--- src/rtl/ifetch_pkg.sv ---
// ifetch_pkg: shared constants for the instruction fetch unit.
// Opcode, FSM state encodings and instruction width in bytes.
package ifetch_pkg;

    localparam logic [6:0] OPCODE_JAL = 7'b1101111;

    localparam logic [0:0] IF_FETCH = 1'b0;
    localparam logic [0:0] IF_HOLD  = 1'b1;

    localparam int         INSTR_BYTES = 4;
    localparam logic [2:0] ISSUE_LAST  = 3'(INSTR_BYTES);

endpackage

--- src/rtl/ifetch_jal_imm.sv ---
// ifetch_jal_imm: J-type immediate extraction with sign extension.
// Ports: instr_hi = instruction bits [31:12]; imm = byte offset.
module ifetch_jal_imm (
    input  logic [31:12] instr_hi,
    output logic [31:0]  imm
);

    assign imm = {{11{instr_hi[31]}}, instr_hi[31], instr_hi[19:12],
                  instr_hi[20], instr_hi[30:21], 1'b0};

endmodule

--- src/rtl/ifetch.sv ---
// ifetch: byte-serial instruction fetch, little-endian assembly, valid/stop out.
// Ports: clk_in, rst_n_in (async low), rdy_in (global freeze),
//   pc_update/pc_address (redirect), stop (queue full),
//   mem_req/mem_addr/mem_grant/mem_din (byte read port),
//   instr_valid/instr_out/instr_pc (to instruction queue).
// Option: IFETCH_JAL_EN follows JAL targets when an instruction is accepted.
module ifetch
    import ifetch_pkg::*;
#(
    parameter logic [31:0] RESET_PC = 32'h0
) (
    input  logic        clk_in,
    input  logic        rst_n_in,
    input  logic        rdy_in,
    input  logic        pc_update,
    input  logic [31:0] pc_address,
    input  logic        stop,
    output logic        mem_req,
    output logic [31:0] mem_addr,
    input  logic        mem_grant,
    input  logic [7:0]  mem_din,
    output logic        instr_valid,
    output logic [31:0] instr_out,
    output logic [31:0] instr_pc
);

    logic [0:0]  state;
    logic [31:0] pc;
    logic [2:0]  issue_cnt;
    logic [1:0]  recv_cnt;
    logic        pend;
    logic [23:0] byte_buf;
    logic [31:0] next_pc;

    assign mem_req  = (state == IF_FETCH) && (issue_cnt < ISSUE_LAST) && rdy_in;
    assign mem_addr = pc + {29'b0, issue_cnt};

`ifdef IFETCH_JAL_EN
    logic [31:0] jal_imm;

    ifetch_jal_imm u_jal_imm (
        .instr_hi (instr_out[31:12]),
        .imm      (jal_imm)
    );

    assign next_pc = (instr_out[6:0] == OPCODE_JAL) ? instr_pc + jal_imm
                                                    : pc + 32'd4;
`else
    assign next_pc = pc + 32'd4;
`endif

    always_ff @(posedge clk_in or negedge rst_n_in) begin
        if (!rst_n_in) begin
            state       <= IF_FETCH;
            pc          <= RESET_PC;
            issue_cnt   <= 3'd0;
            recv_cnt    <= 2'd0;
            pend        <= 1'b0;
            byte_buf    <= 24'd0;
            instr_valid <= 1'b0;
            instr_out   <= 32'd0;
            instr_pc    <= 32'd0;
        end else if (rdy_in) begin
            if (pc_update) begin
                // Clearing pend drops the byte still in flight from the old stream.
                pc          <= pc_address;
                state       <= IF_FETCH;
                issue_cnt   <= 3'd0;
                recv_cnt    <= 2'd0;
                pend        <= 1'b0;
                instr_valid <= 1'b0;
            end else if (state == IF_FETCH) begin
                if (mem_req && mem_grant) begin
                    issue_cnt <= issue_cnt + 3'd1;
                    pend      <= 1'b1;
                end else begin
                    pend <= 1'b0;
                end
                if (pend) begin
                    recv_cnt <= recv_cnt + 2'd1;
                    unique case (recv_cnt)
                        2'd0: byte_buf[7:0]   <= mem_din;
                        2'd1: byte_buf[15:8]  <= mem_din;
                        2'd2: byte_buf[23:16] <= mem_din;
                        default: begin
                            instr_out   <= {mem_din, byte_buf};
                            instr_pc    <= pc;
                            instr_valid <= 1'b1;
                            state       <= IF_HOLD;
                        end
                    endcase
                end
            end else if (instr_valid && !stop) begin
                instr_valid <= 1'b0;
                pc          <= next_pc;
                issue_cnt   <= 3'd0;
                recv_cnt    <= 2'd0;
                pend        <= 1'b0;
                state       <= IF_FETCH;
            end
        end
    end

endmodule

--- config.mk ---
export PLATFORM = sky130hd
export DESIGN_NAME = ifetch
export DESIGN_NICKNAME = d
export VERILOG_FILES = /design/src/rtl/ifetch_pkg.sv /design/src/rtl/ifetch_jal_imm.sv /design/src/rtl/ifetch.sv
export SDC_FILE = /design/constraint.sdc
export NUM_CORES = 1
export LEC_CHECK = 0
export CORE_ASPECT_RATIO = 1.4
export CORE_MARGIN = 3
export CORE_UTILIZATION = 38
export DETAILED_ROUTE_END_ITERATION = 7
export SLEW_MARGIN = 20
export SYNTH_ARGS = -nofsm -noshare
export SYNTH_HDL_FRONTEND = slang
export SYNTH_SLANG_ARGS = --single-unit
--- constraint.sdc ---
create_clock -name clk_in -period 5.1 [get_ports clk_in]
set_clock_uncertainty 0.1 [all_clocks]
set_input_delay 0.765 -clock clk_in [delete_from_list [all_inputs] [get_ports clk_in]]
set_output_delay 0.765 -clock clk_in [all_outputs]
set_load 0.02 [all_outputs]
Word-level counts from Yosys, hierarchy flattened
Index checks and enable logic that the tools add are counted.
- flip-flop bits (word level): 128
- bits in latches: 0
- RAM bits: 0
- bits in read-only memories: 0
- bits of input ports: 46
- output and inout port bits: 98
- logic and storage cells: 67
- memories: 0
- $add $sub $neg: 4
- multipliers: 0
- div/mod/pow operators: 0
- $lt $le $gt $ge: 1
- equal/unequal tests: 4
- shift-type cells: 0
- mux-type cells: 24
- bitwise logic cells: 3
- reductions and logical operators: 20
- operator list (kind ; number):
    $mux W32 ; 3
    $add A32 B3 Y32 ; 1
    $add A32 B3 Y32 const B ; 1
    $reduce_and A5 Y1 ; 4
    $mux W1 ; 13
    $mux W3 ; 4
    $reduce_and A3 Y1 ; 3
    $mux W2 ; 4
    $reduce_bool A3 Y1 ; 2
    $logic_and A1 B1 Y1 ; 4
    $reduce_and A4 Y1 ; 1
    $reduce_bool A2 Y1 ; 2
    $add A3 B1 Y3 const B ; 1
    $lt A3 B3 Y1 const B ; 1
    $ne A3 B1 Y1 const B ; 1
    $ne A3 B2 Y1 const B ; 1
    $not A1 Y1 ; 3
    $reduce_or A3 Y1 ; 1
    $add A2 B1 Y2 const B ; 1
    $eq A2 B1 Y1 const B ; 1
    $eq A2 B2 Y1 const B ; 1
    $logic_not A2 Y1 ; 1
    $reduce_and A2 Y1 ; 1
    $logic_not A1 Y1 ; 1

Logic depth before layout (Yosys ltp)
- depth in word-level cells: 7
- gate-level depth with buffers: 8
- mapped depth without buffers: 7

Worst setup path after synthesis
No wires, ideal clock.
- kind: register -> output
- start point: reg issue_cnt[0]
- end point: out mem_addr[30]
- data arrival time: 1.972 ns
- required time: 4.235 ns
- path slack: 2.263 ns
- stages on the path, launching flop included: 8
- path buffers: 0
- path through: dfrtp_1 -> ha_1 -> fa_1 -> a21oi_1 -> nor4b_4 -> and2b_1 -> nand4_1 -> xnor2_1
- word-level cells in the longest chain between the ends: 1
- ends and longest elaborated chain (what ; line ; text):
    start, declared ; ifetch.sv:29 ; logic [2:0] issue_cnt;
    start signal, assigned ; ifetch.sv:74 ; issue_cnt <= issue_cnt + 3'd1;
    $add A32 B3 Y32 ; ifetch.sv:36 ; assign mem_addr = pc + {29'b0, issue_cnt};
    end, declared ; ifetch.sv:19 ; output logic [31:0] mem_addr,
No other way between the ends.

Final worst setup path
Ends and elaborated chain as after synthesis.

==> flow_summary.toml <==
[detailed_routing]
drc = 0
ant_nets = 0
wirelength_microns = 17400
first_pass_iters = 6
post_drt_via_cell_ratio = 5.47
drt-wirelength-per-cell_microns = 19.1
via_count = 4980
drt_iter0_drc = 290

[setup_path]
critPathMaxFanout = 7
end_kind = "output port"
cp.required_ps = 4240
worstPathArrival_ps = 3140
rr_worst_depth = 6
criticalPathCategory = "flip-flop to output port"
critPathLaunchType = "flip-flop"

[clock_network]
ctsHoldBuffers = 0
clock_latency_ps = 410
htreeDepth = 4
clk_pin_slew_worst_paths_ps = 60
cts-root-buf = "clkbuf_16"
post-cts-setup-buffers = 0
cts_buffer_depth = 2
clock_sinks = 128
cts_tree = "built"
ctsResizeCount = 0
cts_buffers = 17

[placed_design]
dpl_cell_area_sq_um = 7920
io_buffers = 143
post-place-cells = 881
dpl.hpwl_microns = 12500
gp_congestion = 0.882

[global_route]
grt_remaining_overflow = 0
grt_use_total = 0.195
grt_pass1_vias = 5285
antenna_found_initial = 0
grt_max_degree = 53
grt_first_pass_wirelength_microns = 28300

[synthesis]
yosysMostFrequentCell = "dfrtp_1"
synth.top_cell.area_share = 0.500
avgSynthCellArea_sq_um = 11.1
synth-edff-count = 0
synth.top_cells.by_count = "128 x dfrtp_1, 89 x mux2_2, 38 x nand2_1, 32 x nor2_1"
synthArstFlopShare = 1.00
yosys_warnings = 0
postSynthCellCount = 575
yosysSeqAreaShare = 0.500
synth_area_leader_cell = "dfrtp_1"
synth_ff_type = "dfrtp_1"
synth_seq_cells = 128
synth_area_leaders = "dfrtp_1 50%, mux2_2 16%, a21oi_1 2.3%"
synth_area_sq_um = 6400
yosysUniqueCellTypes = 66
syn_nets = 631

[die]
rows = 55
ios = 144
die_w_microns = 116
start_util = 0.392
core_area_sq_um = 16300
dieArea_sq_um = 18500
dieHeight_microns = 160

[finish]
final_cells = 910
antenna_cells = 0
area_growth_pct = 32.9
drive_gt1_frac = 0.195
postLayoutCellArea_sq_um = 8510
fin_nets = 757

[hold_path]
hold_path_class = "input port to async pin"

[power_and_ir_drop]
p_switching_mw = 0.787
power-per-cell-area_nw_per_um2 = 345
intPower_mw = 2.15
clkPwrFrac = 0.414
power.leakage_nw = 3.79
p_sw_frac = 0.268
ir_drop_mv = 0.256
p_seq_frac = 0.421
power_frac_comb = 0.164

[sta]
setup_tns_ps = 0
fmax_ghz = 0.250
worst_pin_slew_ps = 712
fin_crit_sh = 0.785
max_slew_margin = 0.524
drv_slew = 0
fin_crit_ps = 4000
rsz0062_at_grt = "false"
setup_viol = 0
hold_viol_final = 0

[status]
status = "finished clean"

[job]
cap_violations = 0
## critical path: stages, from the launching register on
cell             delay, ps
dfrtp_1                390
ha_1                   230
fa_1                   250
a21oi_1                130
nor4b_4                580
and2b_1                240
nand4_1                110
xnor2_1                180
clkdlybuf4s50_1        630
## registers in the layout, summed over array words and instances (netlist names)
| register | count |
|---|---|
| issue_cnt | 3 |
| pc | 32 |
| state | 1 |
| recv_cnt | 2 |
| instr_pc | 32 |
| byte_buf | 24 |
| pend | 1 |
| instr_out | 32 |
| instr_valid | 1 |
## power by group through the flow
stage                     Clock, mW  Sequential (mW)  Combinational [mW]
after floorplan                   0             1.18               0.332
after global placement            0             1.25               0.479
after detailed placement          0             1.25               0.487
after CTS                      1.24             1.23               0.489
after global routing           1.29             1.25               0.524
final                          1.22             1.24               0.482
## cell usage in the layout (no fill, tap or decap), types with 4 or more instances in the layout
| cell | instances |
|---|---|
| a21o_1 | 4 |
| a21oi_1 | 30 |
| a31oi_1 | 6 |
| and3_1 | 10 |
| buf_4 | 7 |
| clkbuf_16 | 17 |
| clkdlybuf4s50_1 | 142 |
| clkinv_2 | 4 |
| dfrtp_1 | 128 |
| ha_1 | 9 |
| inv_1 | 7 |
| mux2_2 | 89 |
| nand2_1 | 37 |
| nand3_1 | 21 |
| nand4_1 | 13 |
| nor2_1 | 32 |
| nor3_1 | 13 |
| o21ai_0 | 30 |
| o22ai_1 | 7 |
| or3_1 | 7 |
| xnor2_1 | 15 |
| xor2_1 | 15 |
## worst paths after layout
kind,startpoint,to,slack (ps)
min reg2reg,instr_pc[20],instr_pc[20],400
min in group clk_in,instr_pc[20],instr_pc[20],400
min,rst_n_in,pc[11],290
max,issue_cnt[0],mem_addr[30],1100
max reg2reg,pc[3],pc[16],2830
max in group asynchronous,rst_n_in,pc[28],3620
## layout make-up
type | count | area, sq um
inverters | 8 | 30.0
well taps | 199 | 249
clock buffers | 22 | 474
flip-flops and latches | 128 | 3200
clock inverters | 7 | 110
multi-input cells | 396 | 2950
repair buffers | 150 | 1490
fillers | 1483 | 7800
## stage by stage
stage / power [mW] / hold WS, ps / setup slack (ps) / util
6_report: 2.93 / 288 / 1100 / 0.522
5_1_grt: 3.07 / 322 / 943 / 0.522
4_1_cts: 2.97 / 294 / 1070 / 0.522
3_5_place_dp: 1.74 / 391 / 1530 / 0.486
3_3_place_gp: 1.73 / 384 / 1560 / 0.486
2_1_floorplan: 1.51 / 369 / 2260 / -
## routing by layer
metal	up-vias	share of wire	GRT usage
met2	183	0.51	0.328
met5	-	0	0
met1	2452	0.39	0.237
li1	2319	-	-
met3	26	0.079	0.0639
met4	0	0.015	0.0602
## cells by family (layout without fill, tap and decap cells)
kind of cell	Yosys count	after routing	share of synthesized area
multiplexers	90	90	0.158
adder cells (fa/ha/maj)	10	10	0.0207
AO/OA/AOI/OAI	104	104	0.0995
XOR/XNOR	30	30	0.0410
flip-flops	128	128	0.500
AND/OR/NAND/NOR	162	162	0.141
buffers and inverters	51	187	0.0397
Note: power is estimated with default switching activity, not from simulation.
